<file path="config.mk">
export PLATFORM = sky130hd
export DESIGN_NAME = lca_pipe_addsub
export DESIGN_NICKNAME = d
export VERILOG_FILES = /design/src/rtl/lca_pkg.sv /design/src/rtl/lca_group.sv /design/src/rtl/lca_pipe_addsub.sv
export SDC_FILE = /design/constraint.sdc
export NUM_CORES = 1
export LEC_CHECK = 0
export CORE_AREA = 3 3 139 141
export DETAILED_ROUTE_END_ITERATION = 7
export DIE_AREA = 0 0 142 144
export GPL_ROUTABILITY_DRIVEN = 0
export HOLD_SLACK_MARGIN = 0.03
export PLACE_DENSITY = 0.67
export SLEW_MARGIN = 20
export SYNTH_ARGS = -nofsm -noshare
export SYNTH_HDL_FRONTEND = slang
export SYNTH_SLANG_ARGS = --single-unit
</file>
<file path="constraint.sdc">
create_clock -name clk -period 4.84 [get_ports clk]
set_clock_uncertainty 0.1 [all_clocks]
set_input_delay 0.968 -clock clk [delete_from_list [all_inputs] [get_ports clk]]
set_output_delay 0.968 -clock clk [all_outputs]
set_load 0.02 [all_outputs]
</file>
<file path="src/rtl/lca_pkg.sv">
// Shared op encoding and per-beat op flags for the pipelined lookahead add/sub unit.
package lca_pkg;

    localparam logic [1:0] OP_ADD     = 2'b00;
    localparam logic [1:0] OP_SUB     = 2'b01;
    localparam int         OP_SAT_BIT = 1;

    typedef struct packed {
        logic sub;
        logic sat;
    } lca_op_t;

    function automatic lca_op_t decode_op(input logic [1:0] op);
        lca_op_t d;
        d.sub = ((op & OP_SUB) != OP_ADD);
        d.sat = op[OP_SAT_BIT];
        return d;
    endfunction

endpackage

</file>
<file path="src/rtl/lca_group.sv">
// Combinational BLOCK-bit carry-lookahead group: every bit carry is formed
// directly from prefix generate/propagate terms and the group carry-in.
module lca_group #(
    parameter int BLOCK = 8
) (
    input  logic [BLOCK-1:0] i_a,
    input  logic [BLOCK-1:0] i_b,
    input  logic             i_cin,
    output logic [BLOCK-1:0] o_sum,
    output logic             o_cout,
    output logic             o_msb_carry_in
);

    logic [BLOCK-1:0] w_g;
    logic [BLOCK-1:0] w_p;
    logic [BLOCK:0]   w_c;
    logic             w_gg;
    logic             w_pp;

    assign w_g = i_a & i_b;
    assign w_p = i_a ^ i_b;

    // w_gg / w_pp are the running group G[i:0] / P[i:0] prefixes.
    always_comb begin
        w_c    = '0;
        w_c[0] = i_cin;
        w_gg   = 1'b0;
        w_pp   = 1'b1;
        for (int i = 0; i < BLOCK; i++) begin
            w_gg       = w_g[i] | (w_p[i] & w_gg);
            w_pp       = w_pp & w_p[i];
            w_c[i + 1] = w_gg | (w_pp & i_cin);
        end
    end

    assign o_sum          = w_p ^ w_c[BLOCK-1:0];
    assign o_cout         = w_c[BLOCK];
    assign o_msb_carry_in = w_c[BLOCK-1];

endmodule

</file>
<file path="src/rtl/lca_pipe_addsub.sv">
// Pipelined add/sub: one lookahead group resolved per stage, carry rippled between stages.
// Optional signed saturation in the final stage is enabled by defining LCA_SAT_EN.
module lca_pipe_addsub
    import lca_pkg::*;
#(
    parameter int WIDTH = 32,
    parameter int BLOCK = 8
) (
    input  logic             clk,
    input  logic             rst,
    input  logic             in_valid,
    output logic             in_ready,
    input  logic [WIDTH-1:0] in_a,
    input  logic [WIDTH-1:0] in_b,
    input  logic             in_cin,
    input  logic [1:0]       in_op,
    output logic             out_valid,
    input  logic             out_ready,
    output logic [WIDTH-1:0] out_sum,
    output logic             out_cout,
    output logic             out_ovf
);

    localparam int NSTG = WIDTH / BLOCK;

    // a_hi/b_hi carry the not-yet-consumed operand slices, sum_lo the resolved ones;
    // cin is the carry out of the group this stage just resolved.
    typedef struct packed {
        logic             valid;
        logic [WIDTH-1:0] a_hi;
        logic [WIDTH-1:0] b_hi;
        logic [WIDTH-1:0] sum_lo;
        logic             cin;
        logic             ovf;
        lca_op_t          op;
    } stg_t;

    stg_t r_stg [NSTG];
    stg_t w_nxt [NSTG];
    stg_t w_fin;

    logic                        w_adv;
    lca_op_t                     w_op;
    logic [WIDTH-1:0]            w_bx;
    logic                        w_cx;
    logic [NSTG-1:0][BLOCK-1:0]  w_ga;
    logic [NSTG-1:0][BLOCK-1:0]  w_gb;
    logic [NSTG-1:0][BLOCK-1:0]  w_gsum;
    logic [NSTG-1:0]             w_gc;
    logic [NSTG-1:0]             w_gcout;
    logic [NSTG-1:0]             w_gmc;

    assign w_adv    = !r_stg[NSTG-1].valid || out_ready;
    assign in_ready = w_adv;

    // Subtract is folded in once at the input so every group is a plain adder.
    assign w_op = decode_op(in_op);
    assign w_bx = w_op.sub ? ~in_b : in_b;
    assign w_cx = w_op.sub ? ~in_cin : in_cin;

    for (genvar k = 0; k < NSTG; k++) begin : g_stg
        stg_t w_n;

        if (k == 0) begin : g_head
            assign w_ga[k] = in_a[BLOCK-1:0];
            assign w_gb[k] = w_bx[BLOCK-1:0];
            assign w_gc[k] = w_cx;

            always_comb begin
                w_n                     = '0;
                w_n.valid               = in_valid;
                w_n.a_hi                = in_a;
                w_n.b_hi                = w_bx;
                w_n.sum_lo[BLOCK-1:0]   = w_gsum[k];
                w_n.cin                 = w_gcout[k];
                w_n.ovf                 = w_gmc[k] ^ w_gcout[k];
                w_n.op                  = w_op;
            end
        end else begin : g_tail
            assign w_ga[k] = r_stg[k-1].a_hi[k*BLOCK +: BLOCK];
            assign w_gb[k] = r_stg[k-1].b_hi[k*BLOCK +: BLOCK];
            assign w_gc[k] = r_stg[k-1].cin;

            always_comb begin
                w_n                            = r_stg[k-1];
                w_n.sum_lo[k*BLOCK +: BLOCK]   = w_gsum[k];
                w_n.cin                        = w_gcout[k];
                w_n.ovf                        = w_gmc[k] ^ w_gcout[k];
            end
        end

        lca_group #(.BLOCK(BLOCK)) u_grp (
            .i_a            (w_ga[k]),
            .i_b            (w_gb[k]),
            .i_cin          (w_gc[k]),
            .o_sum          (w_gsum[k]),
            .o_cout         (w_gcout[k]),
            .o_msb_carry_in (w_gmc[k])
        );

        assign w_nxt[k] = w_n;
    end

    always_comb begin
        w_fin = w_nxt[NSTG-1];
`ifdef LCA_SAT_EN
        // Raw MSB set on overflow means the true result was positive.
        if (w_fin.op.sat && w_fin.ovf) begin
            w_fin.sum_lo = w_fin.sum_lo[WIDTH-1] ? {1'b0, {(WIDTH-1){1'b1}}}
                                                 : {1'b1, {(WIDTH-1){1'b0}}};
        end
`endif
    end

    always_ff @(posedge clk) begin
        if (rst) begin
            for (int k = 0; k < NSTG; k++) begin
                r_stg[k] <= '0;
            end
        end else if (w_adv) begin
            for (int k = 0; k < NSTG - 1; k++) begin
                r_stg[k] <= w_nxt[k];
            end
            r_stg[NSTG-1] <= w_fin;
        end
    end

    assign out_valid = r_stg[NSTG-1].valid;
    assign out_sum   = r_stg[NSTG-1].sum_lo;
    assign out_cout  = r_stg[NSTG-1].cin;
    assign out_ovf   = r_stg[NSTG-1].ovf;

endmodule

</file>
* After elaboration in Yosys (flattened, before gate mapping)
Memories as Yosys holds them, arrays and structs flattened.
Index checks and enable logic that the tools add are counted.
** Word-level totals
- Output and inout bits :: 36
- Memories :: 1
- Input port bits :: 71
- Memory bits (read-only) :: 0
- Memory bits (writable) :: 404
- Register bits after elaboration :: 0
- Latch bits :: 0
- Logic and storage cells :: 184
** Operators by class
- Divide/modulo/power cells :: 0
- Reduce and logical (&&, ||, !) cells :: 2
- Muxes and demuxes :: 11
- Bitwise operators :: 170
- $lt $le $gt $ge :: 0
- Shift operators :: 0
- Equality and inequality tests :: 0
- Multiply operators :: 0
- Add/sub/neg operators :: 0
** Memories
- r_stg :: depth 4, width 101, rd ports 4, clocked after memory_dff 0, write ports 4, line lca_pipe_addsub.sv:38 : stg_t r_stg [NSTG];
** Operators by type and width (number)
- $mux 101 :: 4
- $and 1x1->1 :: 88
- $or 1x1->1 :: 64
- $xor 8x8->8 :: 8
- $and 8x8->8 :: 4
- $mux 32 :: 1
- $not 32->32 :: 1
- $mux 1 :: 6
- $xor 1x1->1 :: 4
- $logic_not 1->1 :: 1
- $logic_or 1x1->1 :: 1
- $not 1->1 :: 1

* Longest topological paths before layout
Gate-level depths: netlist of the first run.
- Depth after elaboration :: 20
- Depth in mapped cells :: 9
- Mapped depth without buffers :: 7

* Cells and area by module
A second synthesis of the first run with hierarchy kept.
** Second synthesis, totals
- Cell total of the unflattened synthesis :: 641
- Area total of the unflattened synthesis :: 9794.4 sq um
** Modules (own cells, without submodules)
- lca_pipe_addsub :: seq. area each 5555.3 sq um, times used 1, cells an instance 485, area each 8433.1 sq um
- lca_group :: seq. area each 0.0 sq um, times used 4, cells an instance 39, area each 340.3 sq um

* Least setup slack after synthesis of the first run
OpenSTA, ideal clock, no wires.
- Path kind :: input -> register
- Start point :: input port out_ready
- End point :: memory r_stg[0][100] in the netlist's numbering (enable)
- Cell stages on the path :: 2
- Data required time :: 4272 ps
- Setup time :: 468 ps
- Slack :: 739 ps
- Arrival time :: 3533 ps
- Path buffers :: 0
- Path through :: nand2b_1 or2_2
** RTL lines
- start, declared :: line lca_pipe_addsub.sv:18 : input logic out_ready,
- end, declared :: line lca_pipe_addsub.sv:38

* Worst setup path after layout of the first run
- Start point :: input port out_ready
- End point :: output port in_ready
** On the way
- Cells in the longest elaborated chain, start to end :: 1
** RTL lines
- $logic_or 1x1->1 :: line lca_pipe_addsub.sv:53 : assign w_adv = !r_stg[NSTG-1].valid || out_ready;
- end, declared :: line lca_pipe_addsub.sv:12 : output logic in_ready,
Every way passes these cells.

==> results of run 1 <==
-- power groups by stage --
stage | combinational [mW] | sequential (mW) | clock [mW]
after floorplan | 0.212 | 1.97 | 0
after global placement | 0.366 | 1.95 | 0
after detailed placement | 0.376 | 1.95 | 0
after CTS | 0.380 | 1.92 | 1.32
after global routing | 0.417 | 1.93 | 1.41
final | 0.374 | 1.92 | 1.30
-- kinds of logic after synthesis --
logic type / Yosys count
DFF: 185
AOI/OAI and AO/OA: 54
muxes: 1
xor gates and xnor gates: 45
adders and majority gates: 36
and+or+nand+nor: 220
buffers and inverters: 27
-- how the worst max path moves through the flow --
stage          startpoint                           to  slack, ps  cells past startpoint
2_1_floorplan   out_ready  r_stg[0][100]$_SDFFCE_PN0P_        740                      2
3_3_place_gp    out_ready                     in_ready       1500                      3
3_5_place_dp    out_ready                     in_ready       1490                      3
4_1_cts         out_ready                     in_ready       1490                      3
5_1_grt         out_ready                     in_ready       1450                      3
6_report        out_ready                     in_ready       1510                      3
-- final cells by class --
type	count	area (um2)	share of cell area
sequential	185	5555	0.5521
multi-input combinational	356	2529	0.2513
timing repair buffer	111	1129	0.1122
clock buffer	18	429.2	0.04265
tap	229	286.5	0.02848
clock inverter	14	122.6	0.01219
inverter	3	11.26	0.001119
-- cell usage in the layout, fill, tap and decap left out, drive strengths merged --
master / synthesis / layout
nor3: 16 / 16
a31oi: 4 / 4
o31a: 1 / 1
clkdlybuf4s50: 0 / 104
nor2b: 1 / 1
and3: 3 / 3
or4: 1 / 1
a211oi: 7 / 7
ha: 32 / 32
and2: 128 / 128
clkinvlp: 0 / 3
nor3b: 1 / 1
or3: 3 / 3
inv: 3 / 7
bufinv: 0 / 1
a41oi: 2 / 2
nand3: 7 / 7
xnor2: 31 / 31
buf: 8 / 7
nand2b: 4 / 4
fa: 4 / 4
xor2: 14 / 14
or2: 1 / 1
nor2: 42 / 42
a21oi: 11 / 11
edfxtp: 185 / 185
nor4: 2 / 2
nand4: 3 / 3
a21boi: 1 / 1
o21a: 3 / 3
nand2: 8 / 8
clkbuf: 16 / 18
o21ai: 12 / 12
a21o: 8 / 8
o31ai: 1 / 1
mux2i: 1 / 1
o21bai: 4 / 4
clkinv: 0 / 6
-- through the flow --
stage	setup WS, ps	area (um2)	std cells
detailed placement	1488	9510	884
finish	1513	10060	916
CTS	1488	10060	916
floorplan	738.9	8184	568
global placement	1497	9510	884
global route	1452	10060	916
-- worst reg2reg max path, delay by kind of cell, from the launching register on --
family,cells,cell delay [ps]
AO/OA/AOI/OAI,3,910
XOR/XNOR,1,170
flip-flops,1,430
adder cells (fa/ha/maj),1,340
AND/OR/NAND/NOR,1,50
-- routing by layer --
layer	vias up	part of all wire
met1	2166	0.42
met2	87	0.53
met3	20	0.031
met4	0	0.018
li1	2246	-
met5	-	0
==> metrics.txt, run 1 <==
Pwr per Cell Area 357.1 nW/um2; synth unique cells 44; fraction of the mapped netlist area in adder cells 0.05871; Tcrit/Tclk final 0.6874; post-CTS setup buffers 0; Final #Nets 781; clock network power share 0.362; Min Hold Slack 415.0 ps; result of the run finished clean; Std-Cell Core Area 18090 um2; delay of the slowest cell on the worst path 640 ps; Inserted Clock Buffers 17; post-detailed-placement half-perimeter wirelength 8.927 mm; Sink Count 185; portion of total power attributed to sequential cells 0.534; Pint 2.793 mW; kind of path behind the tightest hold check register to register; DR DRC count 0; most common flop cell mapped by yosys edfxtp_1; fraction of synthesized area in multiplexers 0.001223; Min-Delay Startpoint r_stg[0][97]$_SDFFCE_PN0P_; Synth Area in Simple Gates 0.1504; met3 layer usage reported by global route 0.03505; CTS H-Tree Depth 4; number of optimization iterations in the first detailed-route pass 6; peak-usage layer in the global routing report met2; commonest cells in the netlist edfxtp_1 (185), and2_1 (128), nor2_1 (42); number of global-route vias before repair 4516; Hold-fix buffers, CTS 0; number of instances in the synthesized netlist 568; via-per-instance ratio 4.933; placement row count 49; count of pins over their slew limit 0; complex-gate fraction of the synthesized area 0.04800; depth of the worst register-to-register path 6; pin count of the biggest net entering global routing 86; capture instance of the worst register-to-register path r_stg[3][35]$_SDFFCE_PN0P_; worst slew pin tran 594.7 ps; hold endpoint r_stg[1][97]$_SDFFCE_PN0P_; fraction of final layout cells with drive strength greater than 1 0.07132; core occupancy in the finished layout 0.5563; arrival time at the worst endpoint 2260 ps; Critical Path Sink Type output pin; number of nets still failing antenna checks after routing 0; diode count 0; power spent charging and discharging nets 0.8002 mW; share of the synthesized netlist area taken by xor and xnor gates 0.04908; global routing met2 resource utilization 0.2465; Synthesized Nets 675; Slew headroom 0.6035; total design power 3.593 mW; count of final setup violators 0; registers with the most flip-flops r_stg x185; Die Span Y 144 um; sequential share of the synthesized area 0.6788; RSZ-0062 raised after global routing false; first-pass GRT wire length 22.06 mm; Die X-Extent 142 um; main combinational cell family by area after synthesis simple AND/OR/NAND/NOR gates; number of cells on the worst hold path 1; family with the most delay on the worst path buffers and inverters; area of the die 20450 um2; most used cell, CP clkdlybuf4s50_1; reported max-cap violation count 0; TritonCTS clock tree done; per-cell routed wire length 14.75 um; main area contributors after synthesis edfxtp_1 (68%), and2_1 (9.8%), ha_1 (4.9%), xnor2_1 (3.3%), nor2_1 (1.9%); static leakage 4.052 nW; switching power as a share of total power 0.2227; synthesis-to-layout area growth 22.95%; Buf+Inv Stages, Crit Path 2; Reg-to-Reg Start r_stg[2][60]$_SDFFCE_PN0P_; Post-Route WL 13.51 mm; initial antenna violation count 0; area share of the leading cell type in the synthesized netlist 0.6788; post-synthesis instance area 8184 um2; Synth async-reset ratio 0; clock slew at reported path FFs 70 ps; Setup TNS Final 0 ps; Combinational Power Share 0.104; Max Buffers Root-to-Sink 2; Worst R2R Setup Slack 2570 ps; final period demand of the worst path 3327 ps; Achievable Freq 300.6 MHz; total number of vias 4519; post-synthesis cell type with the largest combined area edfxtp_1; GR Util met1 0.1635; average cell area after synthesis 14.41 um2; most repeated cell in the gate-level netlist after synthesis edfxtp_1; fillcell total 1440; max reg flops 185; grt ovf 0; later-pin clock latency in the skew report 420 ps; I/O pin cnt 107; CP Cell Sequence clkdlybuf4s50_1, nand2b_1, clkdlybuf4s50_1; buffer cell driving the clock tree root clkbuf_16; CP Data Required Time 3770 ps; register ranked first by flip-flop count r_stg; Synth warnings 0; Total Routing Usage GR 0.1383; # resized after CTS 0; endpoints failing hold 0; slowest stage cell on the critical path clkdlybuf4s50_1; Setup crit start kind primary input; Max rail drop VDD 242.1 uV; Port Buffer Count 105; number of synthesized register bits 185; Starting DRT DRC Count 288; classification of the worst setup path primary input to output pin; number of enable flip-flop cells after synthesis 185; CP Max Fanout 4; initial standard-cell utilization of the core 0.4525
Note: power is estimated with default switching activity, not from simulation.
==> run 2, diff against run 1 <==
- clock period: 4.84 -> 3.2 ns (I/O delays scaled with it)
==> metrics.txt, run 2 (same netlist as run 1, synthesis figures left out) <==
number of cells on the worst hold path 1; Setup Slack @ Placement 374.1 ps; Max rail drop VDD 385.7 uV; DR DRC count 0; total number of vias 4534; kind of path behind the tightest hold check register to register; Min-Delay Startpoint r_stg[0][59]$_SDFFCE_PN0P_; clock slew at reported path FFs 70 ps; Starting DRT DRC Count 303; Post-Route WL 13.53 mm; final non-filler cell total 920; depth of the worst register-to-register path 6; registers with the most flip-flops r_stg x185; fraction of final layout cells with drive strength greater than 1 0.07959; Hold-fix buffers, CTS 0; Tcrit/Tclk final 0.8498; number of optimization iterations in the first detailed-route pass 4; CP Data Required Time 2460 ps; hold endpoint r_stg[1][59]$_SDFFCE_PN0P_; Slew headroom 0.6895; Setup crit start kind primary input; Pwr per Cell Area 547.9 nW/um2; max reg flops 185; # resized after CTS 0; Setup TNS Final 0 ps; result of the run finished clean; Worst R2R Setup Slack 910 ps; classification of the worst setup path primary input to output pin; register area 5555 um2; initial standard-cell utilization of the core 0.4525; Std-Cell Core Area 18090 um2; TritonCTS clock tree done; Final #Nets 785; endpoints failing hold 0; highest-count cells in the layout ignoring fill and taps edfxtp_1 (185), and2_1 (128), clkdlybuf4s50_1 (104); final period demand of the worst path 2719 ps; final setup margin 480.7 ps; most common cell after layout, fill and taps aside edfxtp_1; Reg-to-Reg Start r_stg[1][52]$_SDFFCE_PN0P_; fillcell total 1445; area used by multi-input combinational logic 2529 um2; number of nets still failing antenna checks after routing 0; reported max-cap violation count 0; Inserted Clock Buffers 17; via-per-instance ratio 4.928; Placed Instances 888; CP Max Fanout 4; Total Routing Usage GR 0.1385; RSZ-0062 raised after global routing false; worst slew pin tran 462.9 ps; Achievable Freq 367.7 MHz; placement row count 49; count of final setup violators 0; Die Span Y 144 um; capture instance of the worst register-to-register path r_stg[2][3]$_SDFFCE_PN0P_; Sink Count 185; later-pin clock latency in the skew report 430 ps; Critical Path Sink Type output pin; CTS H-Tree Depth 4; number of global-route vias before repair 4499; area of the die 20450 um2; register ranked first by flip-flop count r_stg; Die X-Extent 142 um; static leakage 4.087 nW; post-CTS setup buffers 0; Port Buffer Count 105; Max Buffers Root-to-Sink 2; diode count 0; first-pass GRT wire length 21.87 mm; post-detailed-placement half-perimeter wirelength 9.032 mm; pin count of the biggest net entering global routing 90; initial antenna violation count 0; grt ovf 0; buffer cell driving the clock tree root clkbuf_16; per-cell routed wire length 14.71 um; synthesis-to-layout area growth 23.80%; count of pins over their slew limit 0; I/O pin cnt 107; arrival time at the worst endpoint 1980 ps
run 2: changes by cell type in the layout (fill, tap and decap cells not counted), sizes merged:
cell    delta
buf        +4
bufinv     +1
clkbuf     -1
run 2: per-layer routing:
metal  global-route usage  share of wire
met5                    0              0
met4              0.06717          0.025
met3              0.03208          0.030
met2               0.2450           0.54
met1               0.1589           0.40
run 2: worst max-delay path by stage:
stage                          from                     endpoint  slack, ps  cells past startpoint
after detailed placement    in_b[1]    r_stg[0][3]$_SDFFCE_PN0P_        370                      8
after global routing      out_ready                     in_ready        430                      3
after CTS                 out_ready                     in_ready        440                      3
after global placement      in_b[1]    r_stg[0][3]$_SDFFCE_PN0P_        400                      8
after floorplan           out_ready  r_stg[0][100]$_SDFFCE_PN0P_        350                      2
final                     out_ready                     in_ready        480                      3
run 2: stage by stage:
step | total power, mW | area (um2) | utilization | hold WS [ps]
after floorplan | 3.297 | 8187 | - | 396.7
after global placement | 3.504 | 9540 | 0.5275 | 399.3
after detailed placement | 3.531 | 9540 | 0.5275 | 401.4
after CTS | 5.606 | 10130 | 0.5602 | 411.5
after global routing | 5.785 | 10130 | 0.5602 | 429.5
final | 5.552 | 10130 | 0.5602 | 411.5
run 2: worst max-delay path, stage by stage:
cell and delay (ps):
clkdlybuf4s50_1 450, nand2b_1 230, clkdlybuf4s50_1 660
run 2: final cells by class:
type,instances,share of cell area
clock inverter,15,0.01642
tap,229,0.02828
multi-input combinational,356,0.2496
clock buffer,17,0.04199
timing repair buffer,115,0.1143
inverter,3,0.001111
sequential,185,0.5483
run 2: report_power, final:
group	total (mW)	switching (mW)	internal (mW)
sequential	2.90	0.0456	2.86
clock	2.08	0.914	1.16
combinational	0.573	0.279	0.294
==> run 3, diff against run 2 <==
- PLACE_DENSITY: 0.67 -> 0.69
- clock period: 3.2 -> 2.5 ns (I/O delays scaled with it)
==> metrics.txt, run 3 (same netlist as run 1, synthesis figures left out) <==
initial antenna violation count 0; grt ovf 0; RSZ-0062 raised after global routing false; count of final setup violators 0; first-pass GRT wire length 22.51 mm; Setup Slack @ Placement -57.85 ps; buffer cell driving the clock tree root clkbuf_16; Inserted Clock Buffers 17; total number of vias 4556; synthesis-to-layout area growth 25.64%; number of cells on the worst hold path 1; count of pins over their slew limit 0; number of optimization iterations in the first detailed-route pass 4; number of nets still failing antenna checks after routing 0; final setup margin 197.7 ps; register ranked first by flip-flop count r_stg; worst slew pin tran 499.7 ps; result of the run finished clean; Critical Path Sink Type output pin; Pwr per Cell Area 700.6 nW/um2; DR DRC count 0; Setup TNS Final 0 ps; CP Data Required Time 1900 ps; Achievable Freq 434.3 MHz; area of the die 20450 um2; fillcell total 1386; endpoints failing hold 0; I/O pin cnt 107; most common cell after layout, fill and taps aside edfxtp_1; diode count 0; reported max-cap violation count 0; per-cell routed wire length 14.68 um; CP Max Fanout 4; registers with the most flip-flops r_stg x185; Total Routing Usage GR 0.1418; highest-count cells in the layout ignoring fill and taps edfxtp_1 (185), and2_1 (128), clkdlybuf4s50_1 (104); Max Buffers Root-to-Sink 2; static leakage 4.181 nW; number of global-route vias before repair 4645; Setup crit start kind primary input; # resized after CTS 0; classification of the worst setup path primary input to output pin; Min-Delay Startpoint r_stg[1][10]$_SDFFCE_PN0P_; post-detailed-placement half-perimeter wirelength 9.208 mm; final period demand of the worst path 2302 ps; CTS H-Tree Depth 4; initial standard-cell utilization of the core 0.4525; Die X-Extent 142 um; wire length on met3 432 um; Final #Nets 795; Starting DRT DRC Count 285; Std-Cell Core Area 18090 um2; arrival time at the worst endpoint 1700 ps; later-pin clock latency in the skew report 430 ps; kind of path behind the tightest hold check register to register; Reg-to-Reg Start r_stg[1][52]$_SDFFCE_PN0P_; Max rail drop VDD 481.0 uV; uppermost layer routed met4; hold endpoint r_stg[2][10]$_SDFFCE_PN0P_; pin count of the biggest net entering global routing 74; placement row count 49; fraction of final layout cells with drive strength greater than 1 0.09558; Worst R2R Setup Slack 240 ps; clock slew at reported path FFs 80 ps; Hold-fix buffers, CTS 0; max reg flops 185; Slew headroom 0.6648; TritonCTS clock tree done; depth of the worst register-to-register path 6; via-per-instance ratio 4.899; met2 WL post-DR 7.360 mm; Min Hold Slack 411.5 ps; post-CTS setup buffers 0; routed metal-1 wire length 5.512 mm; Sink Count 185; capture instance of the worst register-to-register path r_stg[2][3]$_SDFFCE_PN0P_; Post-Route WL 13.65 mm; Die Span Y 144 um; Port Buffer Count 105; Tcrit/Tclk final 0.9209
run 3: area by class of cell:
cell class	instances	area (um2)	area share
Clock buffer	17	425.4	0.04137
Clock inverter	15	183.9	0.01789
Inverter	3	11.26	0.001095
Multi-Input combinational cell	356	2536	0.2467
Sequential cell	185	5555	0.5403
Tap cell	229	286.5	0.02787
Timing Repair Buffer	125	1284	0.1248
run 3: metal layers:
layer / global-route usage / up-vias
li1: - / 2276
met5: 0 / -
met1: 0.1565 / 2175
met2: 0.2601 / 81
met4: 0.06566 / 0
met3: 0.03175 / 24
run 3: worst max path at each step:
stage	start	endpoint	slack [ps]	cells past startpoint
after floorplan	r_stg[3][100]$_SDFFCE_PN0P_	r_stg[0][100]$_SDFFCE_PN0P_	-80	2
after global placement	in_b[1]	r_stg[0][3]$_SDFFCE_PN0P_	-40	8
after detailed placement	in_b[1]	r_stg[0][3]$_SDFFCE_PN0P_	-60	8
after CTS	out_ready	in_ready	180	3
after global routing	r_stg[1][52]$_SDFFCE_PN0P_	r_stg[2][27]$_SDFFCE_PN0P_	100	6
final	out_ready	in_ready	200	3
run 3: metrics by stage:
stage | std cells | instance area [um2] | power, mW | utilization
after global placement | 898 | 9673 | 4.511 | 0.5348
after global routing | 930 | 10280 | 7.505 | 0.5685
final | 930 | 10280 | 7.204 | 0.5685
after detailed placement | 898 | 9673 | 4.547 | 0.5348
after CTS | 930 | 10280 | 7.268 | 0.5685
after floorplan | 568 | 8194 | 4.221 | -
run 3: report_power, final:
part           total (mW)  internal, mW  switching (mW)
Combinational       0.757         0.398           0.359
Sequential           3.72          3.66          0.0607
Clock                2.73          1.51            1.22
run 3: worst max-delay path, stage by stage:
cell and delay (ps):
clkdlybuf4s50_1 450, nand2b_4 140, clkdlybuf4s50_1 610
